===== config.mk =====
export PLATFORM = sky130hd
export DESIGN_NAME = palette_dac
export DESIGN_NICKNAME = d
export VERILOG_FILES = /design/src/rtl/palette_dac_pkg.sv /design/src/rtl/palette_dac_regs.sv /design/src/rtl/palette_dac.sv
export SDC_FILE = /design/constraint.sdc
export NUM_CORES = 1
export LEC_CHECK = 0
export ABC_CLOCK_PERIOD_IN_PS = 5360
export BUFFER_PORTS_ARGS = -buffer_cell sky130_fd_sc_hd__buf_2
export CAP_MARGIN = 20
export CORE_MARGIN = 5
export CORE_UTILIZATION = 60
export CTS_CLUSTER_DIAMETER = 200
export DETAILED_ROUTE_END_ITERATION = 7
export GPL_ROUTABILITY_DRIVEN = 0
export PLACE_DENSITY = 0.9
export SLEW_MARGIN = 10
export SYNTH_ARGS = -nofsm -noshare
export SYNTH_HDL_FRONTEND = slang
export SYNTH_SLANG_ARGS = --single-unit

===== constraint.sdc =====
create_clock -name clk24 -period 5.36 [get_ports clk24]
set_clock_uncertainty 0.2 [all_clocks]
set_input_delay 0.536 -clock clk24 [delete_from_list [all_inputs] [get_ports clk24]]
set_output_delay 0.536 -clock clk24 [all_outputs]
set_load 0.01 [all_outputs]

===== src/rtl/palette_dac_pkg.sv =====
// Shared definitions for the palette DAC: write-FSM states, palette entry
// layout and the 3-bit / 2-bit to 4-bit colour expansion helpers.
package palette_dac_pkg;

  localparam int unsigned PAL_DEPTH = 16;

  typedef enum logic {
    WR_IDLE,
    WR_PEND
  } wr_state_t;

  // Palette byte layout as written by the CPU: {B[1:0], G[2:0], R[2:0]}
  typedef struct packed {
    logic [1:0] b;
    logic [2:0] g;
    logic [2:0] r;
  } pal_entry_t;

  // Replicate the MSB so that full scale maps to 4'hF and zero stays zero
  function automatic logic [3:0] expand3(input logic [2:0] c);
    return {c, c[2]};
  endfunction

  function automatic logic [3:0] expand2(input logic [1:0] c);
    return {c, c};
  endfunction

endpackage


===== src/rtl/palette_dac_regs.sv =====
// palette_regs: 16 x 8 palette register file.
// Ports:
//   clk, rst       clock, asynchronous active-high reset (clears all entries)
//   we/waddr/wdata single write port, written on the clock edge
//   raddr/rdata    combinational read port (a same-cycle write is not yet visible)
module palette_regs
  import palette_dac_pkg::*;
(
  input  logic       clk,
  input  logic       rst,
  input  logic       we,
  input  logic [3:0] waddr,
  input  logic [7:0] wdata,
  input  logic [3:0] raddr,
  output logic [7:0] rdata
);

  logic [7:0] mem [PAL_DEPTH];

  always_ff @(posedge clk or posedge rst) begin
    if (rst) begin
      for (int unsigned i = 0; i < PAL_DEPTH; i++) begin
        mem[i] <= '0;
      end
    end else if (we) begin
      mem[waddr] <= wdata;
    end
  end

  assign rdata = mem[raddr];

endmodule


===== src/rtl/palette_dac.sv =====
// palette_dac: resolves the 4-bit colour index (or border index) through a
// CPU-writable 16-entry palette into 4-bit-per-channel RGB, with syncs and
// blanking delayed to stay aligned with the pixel data (2 clk24 latency).
// CPU palette writes are held pending and committed only in a write window.
// Ports:
//   clk24, reset                 24 MHz clock, async active-high reset
//   ce12                         12 MHz pixel clock enable (gates commits only)
//   coloridx, border, border_idx pixel index / border select / border index
//   video_active                 1 = visible raster (0 = blanked)
//   hsync_in, vsync_in           active-low syncs from the video stage
//   pal_wr_req/idx/data          single-cycle CPU palette write
//   pal_wr_busy                  1 while a write is pending
//   r, g, b, hsync, vsync        aligned DAC outputs
module palette_dac
  import palette_dac_pkg::*;
#(
  parameter bit         WR_RETRACE_ONLY = 1'b1,
  parameter logic [3:0] BLANK_LEVEL     = 4'h0
) (
  input  logic       clk24,
  input  logic       reset,
  input  logic       ce12,
  input  logic [3:0] coloridx,
  input  logic       border,
  input  logic [3:0] border_idx,
  input  logic       video_active,
  input  logic       hsync_in,
  input  logic       vsync_in,
  input  logic       pal_wr_req,
  input  logic [3:0] pal_wr_idx,
  input  logic [7:0] pal_wr_data,
  output logic       pal_wr_busy,
  output logic [3:0] r,
  output logic [3:0] g,
  output logic [3:0] b,
  output logic       hsync,
  output logic       vsync
);

  wr_state_t  state, state_next;
  logic       commit;
  logic [3:0] pend_idx;
  logic [7:0] pend_data;

  logic [3:0] s1_idx;
  logic       s1_blank;
  logic       s1_hsync;
  logic       s1_vsync;

  logic [7:0] pal_rdata;
  pal_entry_t entry;

  palette_regs u_regs (
    .clk   (clk24),
    .rst   (reset),
    .we    (commit),
    .waddr (pend_idx),
    .wdata (pend_data),
    .raddr (s1_idx),
    .rdata (pal_rdata)
  );

  // Write FSM: a request arriving in the commit cycle re-arms PEND with the
  // new entry while the old one is written.
  always_comb begin
    state_next = state;
    commit     = 1'b0;
    unique case (state)
      WR_IDLE: begin
        if (pal_wr_req) state_next = WR_PEND;
      end
      WR_PEND: begin
        commit = ce12 && (!WR_RETRACE_ONLY || !video_active);
        if (commit && !pal_wr_req) state_next = WR_IDLE;
      end
      default: state_next = WR_IDLE;
    endcase
  end

  always_ff @(posedge clk24 or posedge reset) begin
    if (reset) begin
      state     <= WR_IDLE;
      pend_idx  <= '0;
      pend_data <= '0;
    end else begin
      state <= state_next;
      // Latest request always wins; the commit above uses the old values
      if (pal_wr_req) begin
        pend_idx  <= pal_wr_idx;
        pend_data <= pal_wr_data;
      end
    end
  end

  assign pal_wr_busy = (state == WR_PEND);

  // S1: index select and sync/blank capture
  always_ff @(posedge clk24 or posedge reset) begin
    if (reset) begin
      s1_idx   <= '0;
      s1_blank <= 1'b1;
      s1_hsync <= 1'b1;
      s1_vsync <= 1'b1;
    end else begin
      s1_idx   <= border ? border_idx : coloridx;
      s1_blank <= !video_active;
      s1_hsync <= hsync_in;
      s1_vsync <= vsync_in;
    end
  end

  assign entry = pal_entry_t'(pal_rdata);

  // S2: palette lookup, expansion and blanking
  always_ff @(posedge clk24 or posedge reset) begin
    if (reset) begin
      r     <= BLANK_LEVEL;
      g     <= BLANK_LEVEL;
      b     <= BLANK_LEVEL;
      hsync <= 1'b1;
      vsync <= 1'b1;
    end else begin
      r     <= s1_blank ? BLANK_LEVEL : expand3(entry.r);
      g     <= s1_blank ? BLANK_LEVEL : expand3(entry.g);
      b     <= s1_blank ? BLANK_LEVEL : expand2(entry.b);
      hsync <= s1_hsync;
      vsync <= s1_vsync;
    end
  end

endmodule


After elaboration in Yosys (flattened, before gate mapping)
Cells that the tools add are included.

cells by class
  reduce and logical (&&, ||, !) cells = 5
  bitwise gates (word level) = 3
  multiplexer cells = 14
  $lt $le $gt $ge = 3

operators by type and width
  operator                                                              number
  128-bit bitwise mux                                                   1
  8-bit binary-select mux with 4-bit select                             1
  8-bit demux with 4-bit select                                         1
  8-bit two-way mux                                                     3
  4-bit two-way mux                                                     4
  5-bit >= comparator, second input constant                            2
  4-bit NOT with 5-bit output                                           2
  5-bit by 1-bit < comparator with 1-bit output, second input constant  1
  1-bit logical AND                                                     3
  1-bit two-way mux                                                     3
  1-bit logical NOT                                                     2
  1-bit one-hot mux with 2 select lines                                 1
  1-bit NOT                                                             1

word-level totals
  bits in registers = 162
  word-level logic and storage cells = 53

Logic depth before layout (Yosys ltp)
  depth in word-level cells = 6
  mapped depth = 7
  gate-level depth less buffers = 4

Modules after synthesis
From an unflattened synthesis, not the netlist that was laid out.

second synthesis, totals
  cells, all modules = 433
  area, all modules = 7044.3 sq um

modules (own cells, without submodules)
  module        cells an instance  area each (sq um)  instances
  palette_regs  369                5953.2             1
  palette_dac   64                 1091.0             1

Least setup slack after synthesis
OpenSTA, ideal clock, no wires.

  path kind = in2reg
  from = input video_active
  to = register u_regs.mem[104] (netlist bit)
  required time = 5.035 ns
  buffers on the path = 1
  arrival = 1.786 ns
  stages on the path = 5
  setup time = 0.125 ns
  setup slack = 3.249 ns
  path through = nand3b_4 -> or3_1 -> buf_2 -> nor3_4 -> mux2_2

between the ends
  longest elaborated chain between the ends = 3

RTL lines
  item                             RTL line                text
  from (decl)                      palette_dac.sv:26       input logic video_active,
  1-bit logical NOT                palette_dac.sv:73       commit = ce12 && (!WR_RETRACE_ONLY || !video_active);
  1-bit logical AND                palette_dac.sv:73
  1-bit two-way mux                palette_dac.sv:68       unique case (state)
  to (signal, indexed assignment)  palette_dac_regs.sv:26  mem[waddr] <= wdata;
  to (decl)                        palette_dac_regs.sv:18  logic [7:0] mem [PAL_DEPTH];

No other way between the ends.
A chain may end at the register's enable or synchronous reset.

Worst setup path after layout
  from = register s1_idx[0]
  to = register g[2]

between the ends
  longest elaborated chain between the ends = 5

RTL lines
  item                                                   RTL line                text
  from (decl)                                            palette_dac.sv:45       logic [3:0] s1_idx;
  from (signal assigned)                                 palette_dac.sv:105      s1_idx <= border ? border_idx : coloridx;
  4-bit NOT with 5-bit output (implied by the code)      palette_dac_regs.sv:30  assign rdata = mem[raddr];
  8-bit binary-select mux with 4-bit select              palette_dac_regs.sv:30
  8-bit two-way mux (implied by the code) (2 in series)  palette_dac_regs.sv:30
  4-bit two-way mux                                      palette_dac.sv:124      g <= s1_blank ? BLANK_LEVEL : expand3(entry.g);
  to (signal assigned)                                   palette_dac.sv:124
  to (decl)                                              palette_dac.sv:34       output logic [3:0] g,

No other way between the ends. The select of a mux whose other input is x is not followed.

==> out/results.ini <==
[floorplanning]
die_h_microns = 118
num_rows = 39
die_area_sq_mm = 0.0139
io_pins = 43
core_area_sq_mm = 0.0114
dieWidth_microns = 118
start_util_pct = 61.1

[global_routing]
grt_use_total_pct = 22.6
grt_max_degree = 103
grt_pass1_wl_mm = 24.2
overflow = 0
antenna_found_initial = 0
first_global_vias = 4364

[yosys]
netlist_area_sq_mm = 0.00698
synth_ff_type = dfrtp_1
synthSimpleGateAreaFrac_pct = 5.02
syn_avg_cell_area_sq_um = 15.2
synth_fa_ha_area_share_pct = 0
synth_top_area_share_pct = 54.9
synth_enable_flop_cells = 0
synth_top_family_by_area = multiplexers
synthTopCellsByCount = 153 x dfrtp_1, 141 x mux2_2, 32 x mux2i_1, 19 x mux4_2, 12 x clkbuf_1
ys_warn_count = 0
synth_cells = 458
synth_seq_cells = 158
synth_compound_area_share_pct = 2.26
ys_seq_area_share_pct = 56.8
post-synth-top-count-cell = dfrtp_1
ys_async_sr_fraction_pct = 100
synth_top_area_cell = dfrtp_1
synthesis.nets = 486
synthXorXnorAreaFrac_pct = 0
synth_mux_area_share_pct = 33.6
synth.area.top_cells = dfrtp_1 55%, mux2_2 23%, mux4_2 6.1%
yosys.cell_types.count = 33

[sta]
maxSlewViolCount = 0
setup_viol = 0
holdWs_ps = 94.4
tns_ps = 0
setup_slack_ps = 3010
slew_headroom_pct = 38.0
fin_crit_ps = 2350
fmax_mhz = 425
hold_viol_final = 0
grt_setup_unrepaired = no
period_share_pct = 43.9
worst_slew_pin_slew_ps = 930

[clock_tree]
cts_tree = done
clk_latency_ps = 430
postCtsSetupRepairBufs = 0
post_cts_resized = 0
clk_pin_slew_worst_paths_ps = 60
cts_buffer_depth = 2
cts_buffers = 17
clock_sinks = 158
root_buffer = clkbuf_16
h-tree-depth = 4

[cells_and_area]
multi_input_area_sq_mm = 0.00286
instances_no_fill = 651
ff_latch_area_sq_mm = 0.00396
diodes = 0
nFillCells = 751
syn_to_final_growth_pct = 13.6
drive_gt1_share_pct = 51.6
num-nets-final = 523

[drt]
vias = 3971
drt_first_iter_violations = 307
via_per_inst = 6.10
drtAntennaViolNets = 0
drt_wl_total_mm = 14.7
post_drt_wl_per_cell_microns = 22.6
drc_errors = 0
dr.pass1.iters = 4

[min_path]
hold_path.class = in2reg

[power]
p_sw_share_pct = 24.6
internal-power_uw = 2700
comb_power_share_pct = 15.7
pwr-share-clk_pct = 37.5
power_density_mw_per_mm2 = 451
vdd_drop_max_mv = 0.318
total_power_uw = 3580
pwr-share-seq_pct = 46.8
p_sw_uw = 880
p_leak_uw = 0.00372

[setup_path]
path_cells = buf_4 -> mux4_2 -> mux2i_1 -> o22ai_1
path_max_fanout = 45
reg2reg_depth = 4
critPathBufInv = 1
startpoint_type = register
path_class = reg2reg
crit_path_end = g[2]
cp.required_ps = 5440
worstReg2RegEnd = g[2]
critPathArrivalTime_ps = 2430
crit_cells = 4
slowest_stage = buf_4
cp-startpoint = s1_idx[0]
end_kind = register
max_stage_delay_ps = 650
r2r_start = s1_idx[0]
rrSetupSlack_ps = 3010
cpLargestDelayFamily = multiplexers

[placement]
io_buffers = 42
dp.cells = 617
dp_hpwl_mm = 9.46
place_ws_ps = 2900

[outcome]
outcome = finished, final reports clean

[job]
drv_cap = 0

[logic make-up (layout without fill, tap and decap cells)]
group,Yosys count,in the layout
flip-flops,158,158
AO/OA/AOI/OAI,23,23
buffers and inverters,33,83
multiplexers,193,193
AND/OR/NAND/NOR,51,51
[power groups by stage]
stage	sequential (uW)	combinational, uW	clock [uW]
6_report	1680	562	1340
4_1_cts	1670	569	1360
3_3_place_gp	1660	531	0
2_1_floorplan	1600	478	0
5_1_grt	1710	614	1410
3_5_place_dp	1690	560	0
[layout make-up]
class | instances | share of cell area [%]
clock buffer | 21 | 6.06
clock inverter | 11 | 2.32
inverter | 5 | 0.300
multi-input combinational | 267 | 36.0
sequential | 158 | 50.0
tap | 143 | 2.26
timing repair buffer | 46 | 3.09
[timing repair]
action / 4_1_cts / 5_1_grt
setup endpoints to repair: 0 / 0
hold buffers: 2 / 0
endpoints found under the hold margin: 2 / 0
[worst register-to-register path: stages, from the launching register on]
cell and delay [ps]:
dfrtp_2 350, buf_4 650, mux4_2 630, mux2i_1 250, o22ai_1 130
[routing by layer]
layer,up-vias,global-route usage [%],wire length (microns)
met5,-,0,0
met4,0,9.96,420
met3,32,6.10,670
met2,94,36.6,7610
met1,2090,28.7,6030
li1,1755,-,-
[how the worst min path moves through the flow]
stage | start | endpoint | slack [ps] | depth (start not counted)
floorplan | s1_hsync | hsync | 150 | 0
global placement | s1_hsync | hsync | 150 | 0
detailed placement | s1_hsync | hsync | 150 | 0
CTS | video_active | s1_blank | 80 | 2
global route | video_active | s1_blank | 80 | 2
finish | video_active | s1_blank | 90 | 2
[metrics by stage]
stage          area, sq um  util [%]
2_1_floorplan         6980         -
3_3_place_gp          7240      63.4
3_5_place_dp          7240      63.4
4_1_cts               7930      69.4
5_1_grt               7930      69.4
6_report              7930      69.4
[state kept, by name, summed over array words and instances (netlist names)]
register,cells
g,3
pend_idx,4
b,2
s1_blank,1
s1_idx,4
pend_data,8
s1_hsync,1
r,3
s1_vsync,1
hsync,1
vsync,1
u_regs.mem,128
pal_wr_busy,1
[cell usage in the layout (no fill, tap or decap), drive strengths merged]
master / instances
nor2: 10
dlygate4sd3: 2
bufinv: 5
nand3b: 1
nand2: 15
a22oi: 10
inv: 5
mux4: 19
dfstp: 5
nor2b: 4
and2: 1
nor3: 4
o21ai: 6
dfrtp: 153
a221oi: 3
nand2b: 3
a21o: 1
mux2i: 32
clkinv: 6
nand3: 8
clkbuf: 21
mux2: 142
or2: 1
nand4: 1
o22ai: 3
or3: 2
buf: 44
or3b: 1
Note: power is estimated with default switching activity, not from simulation.
